==> src/rtl/bcp_core.sv <==
// bcp_core: Boolean-constraint-propagation engine.
// Scans an inclusive clause range, classifies each clause against the
// current variable state, pushes unit implications onto the imply stack
// and reports the first falsified clause. One clause costs three cycles
// (FETCH, VSREAD, EVAL) plus any cycles spent waiting on a full imply stack.
module bcp_core #(
  parameter int MAX_VARS_BITS    = 8,
  parameter int MAX_CLAUSES_BITS = 10,
  parameter int LITS             = 3
) (
  input  logic                          clock,
  input  logic                          reset,
  input  logic                          reset_bcp,
  input  logic                          bcp_en,
  input  logic [MAX_CLAUSES_BITS-1:0]   start_clause,
  input  logic [MAX_CLAUSES_BITS-1:0]   end_clause,
  output logic                          bcp_busy,
  output logic                          conflict,
  output logic [MAX_CLAUSES_BITS-1:0]   bcp_clause_idx,
  output logic                          clause_rd,
  output logic [MAX_CLAUSES_BITS-1:0]   clause_addr,
  input  logic [LITS*MAX_VARS_BITS-1:0] clause_var,
  input  logic [LITS-1:0]               clause_pol,
  input  logic [LITS-1:0]               clause_lit_valid,
  output logic                          vs_rd,
  output logic [LITS*MAX_VARS_BITS-1:0] vs_var,
  input  logic [LITS-1:0]               vs_val,
  input  logic [LITS-1:0]               vs_assigned,
  output logic                          push_imply,
  output logic [MAX_VARS_BITS-1:0]      var_in_imply,
  output logic                          val_in_imply,
  input  logic                          full_imply
);

  typedef enum logic [2:0] {
    S_IDLE   = 3'd0,
    S_FETCH  = 3'd1,
    S_VSREAD = 3'd2,
    S_EVAL   = 3'd3,
    S_DONE   = 3'd4
  } state_t;

  // True when exactly one bit of the literal vector is set.
  function automatic logic exactly_one(input logic [LITS-1:0] v);
    logic [LITS-1:0] zero_v;
    zero_v = {LITS{1'b0}};
    return (v != zero_v) && ((v & (v - LITS'(1))) == zero_v);
  endfunction

  state_t                          state_r;
  logic [MAX_CLAUSES_BITS-1:0]     idx_r;
  logic [MAX_CLAUSES_BITS-1:0]     end_r;
  logic                            busy_r;
  logic                            conflict_r;
  logic                            clause_rd_r;
  logic [MAX_CLAUSES_BITS-1:0]     clause_addr_r;
  logic                            vs_rd_r;
  logic                            push_r;
  logic [MAX_VARS_BITS-1:0]        push_var_r;
  logic                            push_val_r;
  logic [LITS*MAX_VARS_BITS-1:0]   cvar_r;
  logic [LITS-1:0]                 cpol_r;
  logic [LITS-1:0]                 cvalid_r;
  // A unit clause waiting for room on the imply stack keeps its literal here,
  // so the var-state read data no longer needs to be held by the memory.
  logic                            held_r;
  logic [MAX_VARS_BITS-1:0]        held_var_r;
  logic                            held_pol_r;

  logic [LITS-1:0]                 lit_sat_s;
  logic [LITS-1:0]                 lit_free_s;
  logic [MAX_VARS_BITS-1:0]        free_var_s;
  logic                            free_pol_s;
  logic                            unit_s;
  logic                            conflict_s;
  logic [MAX_VARS_BITS-1:0]        unit_var_s;
  logic                            unit_pol_s;
  logic                            last_s;

  // Per-literal classification of the registered clause against var state.
  always_comb begin
    lit_sat_s  = {LITS{1'b0}};
    lit_free_s = {LITS{1'b0}};
    free_var_s = {MAX_VARS_BITS{1'b0}};
    free_pol_s = 1'b0;
    for (int i = LITS - 1; i >= 0; i--) begin
      lit_sat_s[i]  = cvalid_r[i] & vs_assigned[i] & ~(vs_val[i] ^ cpol_r[i]);
      lit_free_s[i] = cvalid_r[i] & ~vs_assigned[i];
      free_var_s    = lit_free_s[i] ? cvar_r[i*MAX_VARS_BITS +: MAX_VARS_BITS] : free_var_s;
      free_pol_s    = lit_free_s[i] ? cpol_r[i] : free_pol_s;
    end
  end

  // Clause-level outcome; a held unit clause is not re-evaluated.
  always_comb begin
    unit_s     = held_r | (~(|lit_sat_s) & exactly_one(lit_free_s));
    conflict_s = ~held_r & ~(|lit_sat_s) & ~(|lit_free_s);
    unit_var_s = held_r ? held_var_r : free_var_s;
    unit_pol_s = held_r ? held_pol_r : free_pol_s;
    last_s     = (idx_r == end_r);
  end

  // Scan sequencer with all interface outputs registered.
  always_ff @(posedge clock or negedge reset) begin
    if (!reset) begin
      state_r       <= S_IDLE;
      idx_r         <= {MAX_CLAUSES_BITS{1'b0}};
      end_r         <= {MAX_CLAUSES_BITS{1'b0}};
      busy_r        <= 1'b0;
      conflict_r    <= 1'b0;
      clause_rd_r   <= 1'b0;
      clause_addr_r <= {MAX_CLAUSES_BITS{1'b0}};
      vs_rd_r       <= 1'b0;
      push_r        <= 1'b0;
      push_var_r    <= {MAX_VARS_BITS{1'b0}};
      push_val_r    <= 1'b0;
      cvar_r        <= {(LITS*MAX_VARS_BITS){1'b0}};
      cpol_r        <= {LITS{1'b0}};
      cvalid_r      <= {LITS{1'b0}};
      held_r        <= 1'b0;
      held_var_r    <= {MAX_VARS_BITS{1'b0}};
      held_pol_r    <= 1'b0;
    end else if (reset_bcp) begin
      state_r       <= S_IDLE;
      idx_r         <= {MAX_CLAUSES_BITS{1'b0}};
      end_r         <= {MAX_CLAUSES_BITS{1'b0}};
      busy_r        <= 1'b0;
      conflict_r    <= 1'b0;
      clause_rd_r   <= 1'b0;
      clause_addr_r <= {MAX_CLAUSES_BITS{1'b0}};
      vs_rd_r       <= 1'b0;
      push_r        <= 1'b0;
      push_var_r    <= {MAX_VARS_BITS{1'b0}};
      push_val_r    <= 1'b0;
      cvar_r        <= {(LITS*MAX_VARS_BITS){1'b0}};
      cpol_r        <= {LITS{1'b0}};
      cvalid_r      <= {LITS{1'b0}};
      held_r        <= 1'b0;
      held_var_r    <= {MAX_VARS_BITS{1'b0}};
      held_pol_r    <= 1'b0;
    end else begin
      clause_rd_r <= 1'b0;
      vs_rd_r     <= 1'b0;
      push_r      <= 1'b0;
      case (state_r)
        S_IDLE: begin
          if (bcp_en) begin
            idx_r      <= start_clause;
            end_r      <= end_clause;
            conflict_r <= 1'b0;
            if (start_clause > end_clause) begin
              state_r <= S_DONE;
              busy_r  <= 1'b0;
            end else begin
              state_r       <= S_FETCH;
              busy_r        <= 1'b1;
              clause_rd_r   <= 1'b1;
              clause_addr_r <= start_clause;
            end
          end else begin
            state_r <= S_IDLE;
          end
        end
        S_FETCH: begin
          state_r <= S_VSREAD;
          vs_rd_r <= 1'b1;
        end
        S_VSREAD: begin
          cvar_r   <= clause_var;
          cpol_r   <= clause_pol;
          cvalid_r <= clause_lit_valid;
          held_r   <= 1'b0;
          state_r  <= S_EVAL;
        end
        S_EVAL: begin
          if (conflict_s) begin
            conflict_r <= 1'b1;
            busy_r     <= 1'b0;
            state_r    <= S_DONE;
          end else if (unit_s && full_imply) begin
            held_r     <= 1'b1;
            held_var_r <= unit_var_s;
            held_pol_r <= unit_pol_s;
            state_r    <= S_EVAL;
          end else begin
            held_r <= 1'b0;
            if (unit_s) begin
              push_r     <= 1'b1;
              push_var_r <= unit_var_s;
              push_val_r <= unit_pol_s;
            end else begin
              push_r <= 1'b0;
            end
            // Compare before incrementing so the top clause index never wraps.
            if (last_s) begin
              busy_r  <= 1'b0;
              state_r <= S_DONE;
            end else begin
              idx_r         <= idx_r + MAX_CLAUSES_BITS'(1);
              clause_rd_r   <= 1'b1;
              clause_addr_r <= idx_r + MAX_CLAUSES_BITS'(1);
              state_r       <= S_FETCH;
            end
          end
        end
        S_DONE: begin
          state_r <= S_IDLE;
        end
        default: begin
          state_r <= S_IDLE;
          busy_r  <= 1'b0;
        end
      endcase
    end
  end

  assign bcp_busy       = busy_r;
  assign conflict       = conflict_r;
  assign bcp_clause_idx = idx_r;
  assign clause_rd      = clause_rd_r;
  assign clause_addr    = clause_addr_r;
  assign vs_rd          = vs_rd_r;
  // The var-state address is the clause data arriving this cycle; gating it
  // with the registered read strobe keeps it at zero outside VSREAD.
  assign vs_var         = vs_rd_r ? clause_var : {(LITS*MAX_VARS_BITS){1'b0}};
  assign push_imply     = push_r;
  assign var_in_imply   = push_var_r;
  assign val_in_imply   = push_val_r;

endmodule

==> config.mk <==
export PLATFORM = sky130hd
export DESIGN_NAME = bcp_core
export DESIGN_NICKNAME = d
export VERILOG_FILES = /design/src/rtl/bcp_core.sv
export SDC_FILE = /design/constraint.sdc
export NUM_CORES = 1
export LEC_CHECK = 0
export CAP_MARGIN = 20
export CORE_UTILIZATION = 47
export DETAILED_ROUTE_END_ITERATION = 8
export GPL_TIMING_DRIVEN = 0
export PLACE_DENSITY = 0.88
export SYNTH_ARGS = -nofsm -noshare
export SYNTH_HDL_FRONTEND = slang
export SYNTH_SLANG_ARGS = --single-unit
==> constraint.sdc <==
create_clock -name clock -period 3.08 [get_ports clock]
set_input_delay 0.462 -clock clock [delete_from_list [all_inputs] [get_ports clock]]
set_output_delay 0.462 -clock clock [all_outputs]
set_load 0.02 [all_outputs]
==> impl_results.md <==
- Initial Utilization: 49.0%
- Sequential fraction of the synthesis area: 44.8%
- Boundary Pins: 119
- Cts bufs inserted: 9
- Endpoints failing setup: 0
- Destination of the worst register-to-register timing path: bcp_clause_idx[9]
- Number of cells in the design after placement: 761
- HPWL reported at the end of detailed placement: 9730 microns
- First-pass GRT wire length: 21300 microns
- Gate count after technology mapping: 510
- Cell Rows: 36
- Setup slack of the most critical reg-to-reg path: 660 ps
- Highest achievable clock rate: 0.354 GHz
- Synthesized area: 0.00486 sq mm
- Static leakage: 2.76 nW
- Synthesized area divided by synthesized cell count: 9.53 sq um
- Fill cell count: 791
- Max Transition Viols Final: 0
- Pre-Repair DR Iteration Count: 7
- Cell chosen for the clock root: sky130_fd_sc_hd__clkbuf_8
- Power density over cell area: 451 mW/mm^2
- Worst slew pin tran: 576 ps
- Area delta synth->final: 32.3%
- Net count, final: 712
- Syn nets: 582
- Count of flip-flops with a built-in enable after synthesis: 0
- Clock Sinks: 87
- Mean routed wirelength per cell: 16.5 microns
- Number of diodes: 0
- Via count: 4286
- Hold violation total from the final report: 0
- Maximum count of clock buffers along a single path: 2
- Synth warn: 0
- Failing checks: design-rule violations
- Die outline area: 0.0108 sq mm
- Highest fanout seen on the critical path: 10
- Post-cts resize count: 0
- Die outline height: 104 microns
- Synthesis-stage register bit count: 87
- Clock H-tree levels: 3
- Clock latency on the worst-skew pair: 370 ps
- Layout Skew: 9.21 ps
- R2R cell count: 7
- Fin util: 64.9%
- Endpoint arrival time on the critical path: 3080 ps
- Slew headroom: 61.3%
- Post-layout min period: 2830 ps
- Die X: 104 microns
- Std-Cell Core Area: 0.00991 sq mm
- Leading cell types by total area after synthesis: sky130_fd_sc_hd__dfrtp_1 45%, sky130_fd_sc_hd__nand2_1 6.4%, sky130_fd_sc_hd__mux2_2 4.6%, sky130_fd_sc_hd__a21oi_1 4.2%, sky130_fd_sc_hd__mux2i_1 3.9%
- Routability congestion estimate from global placement: 0.898
- Proportion of netlist area held by the largest area contributor: 44.8%
- Cell with the biggest individual delay on the critical path: sky130_fd_sc_hd__clkdlybuf4s50_1
- CTS tree: built
- Vias per cell: 5.51
- IR drop worst, VDD: 0.000234 V
- # DRC: 1
- Startpoint types: input port
- Vias in the first global route: 4434
- Outcome: finished with violations
- Max-capacitance violation count: 0
- Share of the clock period used by the worst path after layout: 91.8%
- Setup repair after global routing missed its margin: no
- Kind of path behind the tightest hold check: in -> async
- Netlist cell types: 53
- Top flip-flop cell by instance count after synthesis: sky130_fd_sc_hd__dfrtp_1
- Wirelength, routed: 12900 microns
- Initial antenna violation count: 0
- Count of input and output buffers: 117
- Cell type contributing the most total cell area after synthesis: sky130_fd_sc_hd__dfrtp_1
- Fraction of synthesis flops using an asynchronous set or reset pin: 100%
- Layout cell share with drive strength beyond 1: 8.84%
- Pin count of the biggest net entering global routing: 60
- Number of DRC markers in iteration 0: 205
- Worst path max stage delay: 510 ps
- Data required time at the worst endpoint: 3330 ps
- Worst r2r src: cpol_r[1]
- Cell breakdown of the critical path: clkdlybuf4s50_1 -> inv_1 -> ha_1 -> a21oi_1 -> o21ai_1 -> a2111oi_4 -> o21ai_2 -> a221oi_4 -> buf_12 -> mux2_2
- Type of destination of the critical path: flop
- Final non-filler cell total: 778
- Register clock-pin slew on the reported worst setup and hold paths: 90 ps
- Aggregate global routing overflow: 0
- Startpoint-to-endpoint class of the critical path: in -> reg
- Antenna Violating Nets Remaining: 0
- Overall global routing resource usage: 24.8%
-- through the flow --
| step | setup WS [ps] | TNS (ps) | total power (W) | hold WS [ps] | area (sq um) |
|---|---|---|---|---|---|
| 3_5_place_dp | -350 | -3400 | 0.00213 | 410 | 6220 |
| 6_report | 253 | 0 | 0.00290 | 9.74 | 6430 |
| 2_1_floorplan | 560 | 0 | 0.00178 | 166 | 4860 |
| 3_3_place_gp | -1470 | -130090 | 0.00211 | 492 | 6200 |
| 4_1_cts | 40.5 | 0 | 0.00290 | 9.04 | 6410 |
| 5_1_grt | 195 | 0 | 0.00304 | 17.5 | 6430 |
-- flip-flops by register name, summed over array words and instances (netlist names), 3 cells and up --
| name | cells |
|---|---|
| cpol_r | 3 |
| var_in_imply | 8 |
| state_r | 3 |
| cvalid_r | 3 |
| end_r | 10 |
| bcp_clause_idx | 10 |
| cvar_r | 24 |
| held_var_r | 8 |
| clause_addr | 10 |
-- synthesized netlist by cell type, types with 2 or more instances --
| cell type | number |
|---|---|
| sky130_fd_sc_hd__clkbuf_1 | 19 |
| sky130_fd_sc_hd__a211oi_1 | 7 |
| sky130_fd_sc_hd__dfrtp_1 | 87 |
| sky130_fd_sc_hd__a22o_1 | 11 |
| sky130_fd_sc_hd__nand3_1 | 7 |
| sky130_fd_sc_hd__or2_2 | 2 |
| sky130_fd_sc_hd__and2_1 | 25 |
| sky130_fd_sc_hd__nor2_1 | 32 |
| sky130_fd_sc_hd__mux2i_1 | 19 |
| sky130_fd_sc_hd__buf_1 | 2 |
| sky130_fd_sc_hd__a21oi_1 | 41 |
| sky130_fd_sc_hd__nand2_1 | 83 |
| sky130_fd_sc_hd__a31oi_1 | 2 |
| sky130_fd_sc_hd__a211o_1 | 8 |
| sky130_fd_sc_hd__buf_2 | 4 |
| sky130_fd_sc_hd__clkbuf_8 | 2 |
| sky130_fd_sc_hd__nor4_1 | 3 |
| sky130_fd_sc_hd__o21ai_0 | 8 |
| sky130_fd_sc_hd__nand2b_1 | 25 |
| sky130_fd_sc_hd__nor3_1 | 4 |
| sky130_fd_sc_hd__nor2b_1 | 3 |
| sky130_fd_sc_hd__a21o_1 | 9 |
| sky130_fd_sc_hd__xor2_1 | 12 |
| sky130_fd_sc_hd__mux2_2 | 20 |
| sky130_fd_sc_hd__nand4_1 | 5 |
| sky130_fd_sc_hd__xnor2_1 | 9 |
| sky130_fd_sc_hd__inv_1 | 12 |
| sky130_fd_sc_hd__o211ai_1 | 4 |
| sky130_fd_sc_hd__o21a_1 | 3 |
| sky130_fd_sc_hd__ha_1 | 11 |
| sky130_fd_sc_hd__and4_1 | 2 |
| sky130_fd_sc_hd__a22oi_1 | 8 |
-- final cells by class --
class,count,area [sq um],area share (%)
Tap cell,133,166,2.59
Sequential cell,87,2180,33.9
Inverter,12,45.0,0.701
Buffer,31,164,2.55
Multi-Input combinational cell,380,2470,38.5
Clock inverter,7,63.8,0.992
Clock buffer,9,124,1.93
Timing Repair Buffer,119,1220,18.9
-- cells in the final DEF, fill, tap and decap left out, types with 9 or more instances in the layout --
cell type / netlist / layout
sky130_fd_sc_hd__nand2_1: 83 / 83
sky130_fd_sc_hd__xor2_1: 12 / 12
sky130_fd_sc_hd__mux2_2: 20 / 20
sky130_fd_sc_hd__clkbuf_1: 19 / 19
sky130_fd_sc_hd__a21oi_1: 41 / 41
sky130_fd_sc_hd__ha_1: 11 / 11
sky130_fd_sc_hd__mux2i_1: 19 / 19
sky130_fd_sc_hd__clkdlybuf4s50_1: 0 / 116
sky130_fd_sc_hd__and2_1: 25 / 25
sky130_fd_sc_hd__nand2b_1: 25 / 25
sky130_fd_sc_hd__clkbuf_8: 2 / 11
sky130_fd_sc_hd__xnor2_1: 9 / 9
sky130_fd_sc_hd__inv_1: 12 / 12
sky130_fd_sc_hd__dfrtp_1: 87 / 87
sky130_fd_sc_hd__a22o_1: 11 / 11
sky130_fd_sc_hd__a21o_1: 9 / 9
sky130_fd_sc_hd__nor2_1: 32 / 32
-- worst max path at each step --
stage	startpoint	endpoint	slack, ps	cells after the start
3_3_place_gp	reset	var_in_imply[2]	-1470	1
3_5_place_dp	end_clause[5]	clause_addr[9]	-350	9
4_1_cts	end_clause[5]	clause_addr[9]	40	9
2_1_floorplan	end_clause[5]	clause_addr[0]	560	8
6_report	end_clause[5]	clause_addr[3]	250	10
5_1_grt	end_clause[5]	clause_addr[2]	200	10
-- metal layers --
layer / GRT usage, % / routed length, microns / part of all wire (%) / vias up
met1: 30.5 / 5280 / 41 / 2089
met4: 7.76 / 244 / 1.9 / 0
met2: 43.8 / 6550 / 51 / 166
met5: 0 / 0 / 0 / -
li1: - / - / - / 2007
met3: 5.10 / 775 / 6.0 / 24
-- worst max-delay path: cells and delay by family --
| family | cells | cell delay [ps] |
|---|---|---|
| fa+ha+maj | 1 | 310 |
| compound gates | 5 | 1240 |
| mux | 1 | 330 |
| buf+inv | 3 | 750 |
-- power breakdown --
group          internal, W  leakage (nW)  switching, W
Combinational     0.000395          1.49      0.000417
Clock             0.000311        0.0903      0.000456
Sequential         0.00124          1.18     0.0000871
-- timing repair --
item	4_1_cts	5_1_grt
endpoints found under the setup margin	0	10
buffers inserted	0	1
hold buffers	0	0
-- cell families (layout without fill, tap and decap cells) --
family | count (synthesis) | count (layout) | synth area share (%)
multiplexers | 39 | 39 | 8.55
AO/OA/AOI/OAI | 108 | 108 | 15.5
XOR/XNOR | 21 | 21 | 3.78
adder cells (fa/ha/maj) | 12 | 12 | 3.06
buffers and inverters | 43 | 178 | 4.30
AND/OR/NAND/NOR | 200 | 200 | 20.0
flip-flops | 87 | 87 | 44.8
(Power assumes the default switching activity.)
